**src/rtl/mem_arb_pkg.sv**
```systemverilog
// Shared definitions for the memory port arbiter.
//   - state_t   : arbiter FSM states
//   - req_id_t  : requester identifiers (IF=0, DAT=1, LD=2). These values are
//                 also the bit positions in the packed request/grant vectors.
//   - ADDR_W_DEF / DATA_W_DEF : default memory address / data widths
package mem_arb_pkg;

  localparam int ADDR_W_DEF = 16;
  localparam int DATA_W_DEF = 16;
  localparam int N_REQ      = 3;

  typedef enum logic [1:0] {
    ST_IDLE   = 2'd0,
    ST_ISSUE  = 2'd1,
    ST_RDWAIT = 2'd2,
    ST_RESP   = 2'd3
  } state_t;

  typedef enum logic [1:0] {
    ID_IF  = 2'd0,
    ID_DAT = 2'd1,
    ID_LD  = 2'd2
  } req_id_t;

endpackage

```
**src/rtl/mem_arb_pick.sv**
```systemverilog
// Combinational winner selection for the memory port arbiter.
// Ports:
//   req       in  [2:0] pending requests, indexed by req_id_t
//   last_dat  in  1     round-robin pointer: 1 = dat was granted last
//   win_id    out       selected requester
//   win_valid out 1     at least one request is pending
// The loader always wins. Between if and dat the one not granted last wins.
module mem_arb_pick
  import mem_arb_pkg::*;
(
  input  logic [N_REQ-1:0] req,
  input  logic             last_dat,
  output req_id_t          win_id,
  output logic             win_valid
);

  always_comb begin
    win_valid = |req;
    win_id    = ID_IF;
    if (req[ID_LD]) begin
      win_id = ID_LD;
    end else if (req[ID_IF] && req[ID_DAT]) begin
      win_id = last_dat ? ID_IF : ID_DAT;
    end else if (req[ID_DAT]) begin
      win_id = ID_DAT;
    end
  end

endmodule

```
**src/rtl/mem_port_arbiter.sv**
```systemverilog
// Three-requester arbiter for a single-port synchronous memory.
// Requesters: if (instruction fetch), dat (load/store data), ld (loader).
// Ports:
//   CLK, Reset (active-low, asynchronous)
//   <r>_req/_we/_addr/_wdata in : request held until <r>_gnt
//   <r>_gnt, <r>_rvalid      out : one-cycle pulses
//   <r>_rdata                out : last read response (shared register)
//   mem_en/_we/_addr/_wdata  out : memory command, valid during ISSUE only
//   mem_rdata                in  : valid RD_LAT cycles after mem_en
//   busy                     out : FSM is not IDLE
module mem_port_arbiter
  import mem_arb_pkg::*;
#(
  parameter int ADDR_W = ADDR_W_DEF,
  parameter int DATA_W = DATA_W_DEF,
  parameter int RD_LAT = 1
) (
  input  logic              CLK,
  input  logic              Reset,
  input  logic              if_req,
  input  logic              if_we,
  input  logic [ADDR_W-1:0] if_addr,
  input  logic [DATA_W-1:0] if_wdata,
  output logic              if_gnt,
  output logic              if_rvalid,
  output logic [DATA_W-1:0] if_rdata,
  input  logic              dat_req,
  input  logic              dat_we,
  input  logic [ADDR_W-1:0] dat_addr,
  input  logic [DATA_W-1:0] dat_wdata,
  output logic              dat_gnt,
  output logic              dat_rvalid,
  output logic [DATA_W-1:0] dat_rdata,
  input  logic              ld_req,
  input  logic              ld_we,
  input  logic [ADDR_W-1:0] ld_addr,
  input  logic [DATA_W-1:0] ld_wdata,
  output logic              ld_gnt,
  output logic              ld_rvalid,
  output logic [DATA_W-1:0] ld_rdata,
  output logic              mem_en,
  output logic              mem_we,
  output logic [ADDR_W-1:0] mem_addr,
  output logic [DATA_W-1:0] mem_wdata,
  input  logic [DATA_W-1:0] mem_rdata,
  output logic              busy
);

  // Final RDWAIT count value; the memory data is captured in that cycle.
  localparam logic [1:0] RD_LAST = 2'(RD_LAT - 1);

  logic [N_REQ-1:0]  req_vec, we_vec, gnt_vec, rvalid_vec;
  logic [ADDR_W-1:0] addr_arr  [N_REQ];
  logic [DATA_W-1:0] wdata_arr [N_REQ];

  state_t            state_reg, state_next;
  logic [1:0]        cnt_reg, cnt_next;
  req_id_t           win_id, win_id_reg;
  logic              win_valid;
  logic              we_reg;
  logic [ADDR_W-1:0] addr_reg;
  logic [DATA_W-1:0] wdata_reg;
  logic [DATA_W-1:0] rdata_reg;
  logic              last_dat_reg;
  logic              arb_load, rd_capture;

  assign req_vec      = {ld_req, dat_req, if_req};
  assign we_vec       = {ld_we, dat_we, if_we};
  assign addr_arr[0]  = if_addr;
  assign addr_arr[1]  = dat_addr;
  assign addr_arr[2]  = ld_addr;
  assign wdata_arr[0] = if_wdata;
  assign wdata_arr[1] = dat_wdata;
  assign wdata_arr[2] = ld_wdata;

  mem_arb_pick u_pick (
    .req       (req_vec),
    .last_dat  (last_dat_reg),
    .win_id    (win_id),
    .win_valid (win_valid)
  );

  always_ff @(posedge CLK or negedge Reset) begin
    if (!Reset) begin
      state_reg <= ST_IDLE;
      cnt_reg   <= 2'd0;
    end else begin
      state_reg <= state_next;
      cnt_reg   <= cnt_next;
    end
  end

  always_comb begin
    state_next = state_reg;
    cnt_next   = cnt_reg;
    arb_load   = 1'b0;
    rd_capture = 1'b0;
    case (state_reg)
      ST_IDLE: begin
        if (win_valid) begin
          arb_load   = 1'b1;
          state_next = ST_ISSUE;
        end
      end
      ST_ISSUE: begin
        if (we_reg) begin
          state_next = ST_IDLE;
        end else begin
          state_next = ST_RDWAIT;
          cnt_next   = 2'd0;
        end
      end
      ST_RDWAIT: begin
        if (cnt_reg == RD_LAST) begin
          rd_capture = 1'b1;
          state_next = ST_RESP;
        end else begin
          cnt_next = cnt_reg + 2'd1;
        end
      end
      ST_RESP: state_next = ST_IDLE;
      default: state_next = ST_IDLE;
    endcase
  end

  // Winner attributes are latched on the edge leaving IDLE, so a requester
  // may change its inputs freely once it has been granted.
  always_ff @(posedge CLK or negedge Reset) begin
    if (!Reset) begin
      win_id_reg   <= ID_IF;
      we_reg       <= 1'b0;
      addr_reg     <= '0;
      wdata_reg    <= '0;
      last_dat_reg <= 1'b1;
      rdata_reg    <= '0;
    end else begin
      if (arb_load) begin
        win_id_reg <= win_id;
        we_reg     <= we_vec[win_id];
        addr_reg   <= addr_arr[win_id];
        wdata_reg  <= wdata_arr[win_id];
        // Loader grants leave the if/dat rotation untouched.
        if (win_id != ID_LD) begin
          last_dat_reg <= (win_id == ID_DAT);
        end
      end
      if (rd_capture) begin
        rdata_reg <= mem_rdata;
      end
    end
  end

  generate
    for (genvar gi = 0; gi < N_REQ; gi++) begin : g_resp
      assign gnt_vec[gi]    = (state_reg == ST_ISSUE) && (win_id_reg == 2'(gi));
      assign rvalid_vec[gi] = (state_reg == ST_RESP)  && (win_id_reg == 2'(gi));
    end
  endgenerate

  assign if_gnt     = gnt_vec[0];
  assign dat_gnt    = gnt_vec[1];
  assign ld_gnt     = gnt_vec[2];
  assign if_rvalid  = rvalid_vec[0];
  assign dat_rvalid = rvalid_vec[1];
  assign ld_rvalid  = rvalid_vec[2];
  assign if_rdata   = rdata_reg;
  assign dat_rdata  = rdata_reg;
  assign ld_rdata   = rdata_reg;

  assign mem_en    = (state_reg == ST_ISSUE);
  assign mem_we    = mem_en && we_reg;
  assign mem_addr  = mem_en ? addr_reg : '0;
  assign mem_wdata = mem_we ? wdata_reg : '0;
  assign busy      = (state_reg != ST_IDLE);

endmodule
```
**config.mk**
```make
export PLATFORM = sky130hd
export DESIGN_NAME = mem_port_arbiter
export DESIGN_NICKNAME = d
export VERILOG_FILES = /design/src/rtl/mem_arb_pkg.sv /design/src/rtl/mem_arb_pick.sv /design/src/rtl/mem_port_arbiter.sv
export SDC_FILE = /design/constraint.sdc
export NUM_CORES = 1
export LEC_CHECK = 0
export ABC_AREA = 1
export CAP_MARGIN = 20
export CORE_MARGIN = 2
export CORE_UTILIZATION = 25
export DETAILED_ROUTE_END_ITERATION = 10
export PLACE_DENSITY_LB_ADDON = 0.05
export SYNTH_ARGS = -nofsm -noshare
export SYNTH_HDL_FRONTEND = slang
export SYNTH_HIERARCHICAL = 1
export SYNTH_SLANG_ARGS = --single-unit
```
**constraint.sdc**
```tcl
create_clock -name CLK -period 2.7 [get_ports CLK]
set_clock_uncertainty 0.1 [all_clocks]
set_input_delay 0.81 -clock CLK [delete_from_list [all_inputs] [get_ports CLK]]
set_output_delay 0.81 -clock CLK [all_outputs]
set_load 0.005 [all_outputs]
```
==> impl_metrics.json <==
{
  "row_count": 45,
  "grtUsageMet2_pct": 26.63,
  "cts_root_buffer": "clkbuf_16",
  "ctsHoldBuffers": 0,
  "synth-seq-cells": 56,
  "die_w_um": 128.2,
  "placed_cells": 944,
  "worstSkewPairLatency_ns": 0.30,
  "grt_usage_pct": 15.65,
  "synth-xor-area-share_pct": 0,
  "syn_inst": 594,
  "dieHeight_um": 128.2,
  "diodes": 0,
  "yosysUniqueCellTypes": 18,
  "dr.pass1.iters": 4,
  "wl_mm": 12.68,
  "synthAdderAreaFrac_pct": 1.946,
  "period_needed_ns": 2.654,
  "synthesis.nets": 720,
  "grt_max_degree": 47,
  "layout.nets": 890,
  "grt_pass1_wl_mm": 20.36,
  "rsz0062_at_grt": "true",
  "setup_ws_ns": 0.04642,
  "pre_cts_slack_ns": 0.1375,
  "cp_max_fo": 10,
  "synth_top_family_by_area": "simple AND/OR/NAND/NOR gates",
  "hold_path_startpoint": "cnt_reg[1]",
  "ant_nets": 0,
  "cts_made_buffers": 5,
  "routed_via_density": 4.334,
  "cts_tree": "done",
  "yosysSeqAreaShare_pct": 36.36,
  "synth.mux.area_fraction_pct": 0,
  "synth_simple_gate_area_share_pct": 33.99,
  "tns_ns": 0,
  "arrival_ns": 1.74,
  "dieArea_um2": 16440,
  "drtIter0Drc": 202,
  "synth-compound-area-share_pct": 4.606,
  "r2r-start": "state_reg[0]",
  "core-area_um2": 15150,
  "start_util_pct": 25.47,
  "setup_violations": 0,
  "first_global_vias": 3985,
  "max_freq_mhz": 376.9,
  "place_congestion": 0.7877,
  "finalHoldViolCount": 0,
  "hp-class": "flip-flop to flip-flop",
  "instances_no_fill": 951,
  "startpoint_type": "flip-flop",
  "grt_busiest_layer": "met2",
  "dr_total_vias": 4122,
  "pin_count": 209,
  "synth_area_um2": 3857,
  "required_ns": 1.79,
  "hpwlAfterDp_mm": 9.439,
  "min_period_over_period_pct": 98.28,
  "relSlewSlack_pct": 58.01,
  "multiInputGateArea_um2": 1597,
  "powerDensity_nw_per_um2": 861.1,
  "regArea_um2": 1404,
  "power_leakage_nw": 3.445,
  "clock_path_buffers": 2,
  "h-tree-depth": 2,
  "path_clk_slew_ns": 0.07,
  "worst_hold_slack_ns": 0.4034,
  "antenna_found_initial": 1,
  "drc_errors": 0,
  "worst_setup_path_end_kind": "output port",
  "port_buffers": 208,
  "overflow": 0,
  "vdd_drop_max_v": 0.0003629,
  "tightest_slew_ns": 0.6283,
  "layout-drive-gt1-share_pct": 6.160,
  "post_drt_wl_per_cell_um": 13.33,
  "maxSlewViolCount": 0,
  "nFillCells": 1563,
  "path_class": "flip-flop to output port",
  "max-cap-violations": 0,
  "yosysWarnings": 6,
  "syn_to_final_growth_pct": 59.10,
  "avgSynthCellArea_um2": 6.494,
  "status": "complete, no violations",
  "met3_usage_pct": 5.301,
  "use_met1_pct": 19.38,
  "cts.sinks": 56
}
## cell type report
class / instances / share of cell area, %
Clock buffer: 5 / 2.039
Clock inverter: 1 / 0.4893
Inverter: 118 / 7.217
Multi-Input combinational cell: 355 / 26.01
Sequential cell: 56 / 22.87
Tap cell: 188 / 3.833
Timing Repair Buffer: 228 / 37.53
## cell families (layout without fill, tap and decap cells)
kind of cell	count (synthesis)	after routing
DFF	56	56
and+or+nand+nor	318	318
adders and majority gates	6	6
AOI/OAI and AO/OA	31	31
buffers and inverters	183	352
## worst max-delay path, cell delays in order, from the launching register on
cell,delay (ns)
dfrtp_1,0.39
inv_2,0.09
ha_4,0.16
nand2_1,0.10
buf_6,0.16
inv_1,0.05
clkdlybuf4s50_1,0.49
## cell usage in the layout, fill, tap and decap left out, types with 2 or more instances in the layout
cell type          n
dlygate4sd2_1     15
ha_1               5
inv_2              5
dfrtp_1           54
inv_1            113
clkbuf_16          5
a21oi_1           18
a21oi_2            6
dlymetal6s2s_1    15
nor3_2             2
o21ai_0            7
buf_12             4
nand2_1          182
nand3_1           84
buf_4             14
clkdlybuf4s50_1  177
nor3_1             4
buf_6              2
nor2_1            42
## final timing paths
kind,endpoint,slack [ns],cells past startpoint
worst max-delay path,mem_we,0.05,6
worst min-delay path,cnt_reg[1],0.40,2
worst max register to register,cnt_reg[0],0.82,6
worst min register to register,cnt_reg[1],0.40,2
max in group asynchronous,dat_rdata[12],1.47,2
min in group asynchronous,dat_rdata[4],0.41,1
## metrics by stage
| step | area (um2) | total power [mW] | utilization [%] |
|---|---|---|---|
| floorplan | 3857 | 3.173 | - |
| global route | 6137 | 5.800 | 40.52 |
| CTS | 6077 | 5.383 | 40.12 |
| detailed placement | 5909 | 4.599 | 39.02 |
| finish | 6137 | 5.285 | 40.52 |
| global placement | 5909 | 4.555 | 39.02 |
## synthesized netlist by cell type (all sizes together)
library cell / number / area share (%)
dfrtp: 55 / 36
nand3: 84 / 11
nand2: 183 / 18
o21ai: 7 / 0.91
inv: 118 / 11
a21oi: 24 / 3.7
nor3: 6 / 0.78
nor2: 44 / 4.3
dfstp: 1 / 0.68
or2: 1 / 0.16
buf: 59 / 11
ha: 6 / 1.9
clkbuf: 6 / 0.58
## layer usage
metal  wire length, um  vias up
met5                13        -
met4                99        2
met3              1049        8
met2              6032      161
met1              5479     1882
li1                  -     2069
## power breakdown
group	internal, mW	switching (mW)
logic	1.62	1.37
clock network	0.429	0.310
registers	1.25	0.300
total	3.30	1.98
## what timing repair did
item | 4_1_cts | 5_1_grt
endpoints found under the setup margin | 36 | 23
setup buffers | 0 | 1
resized for setup | 24 | 18
Power figures use the tool's default switching activity.
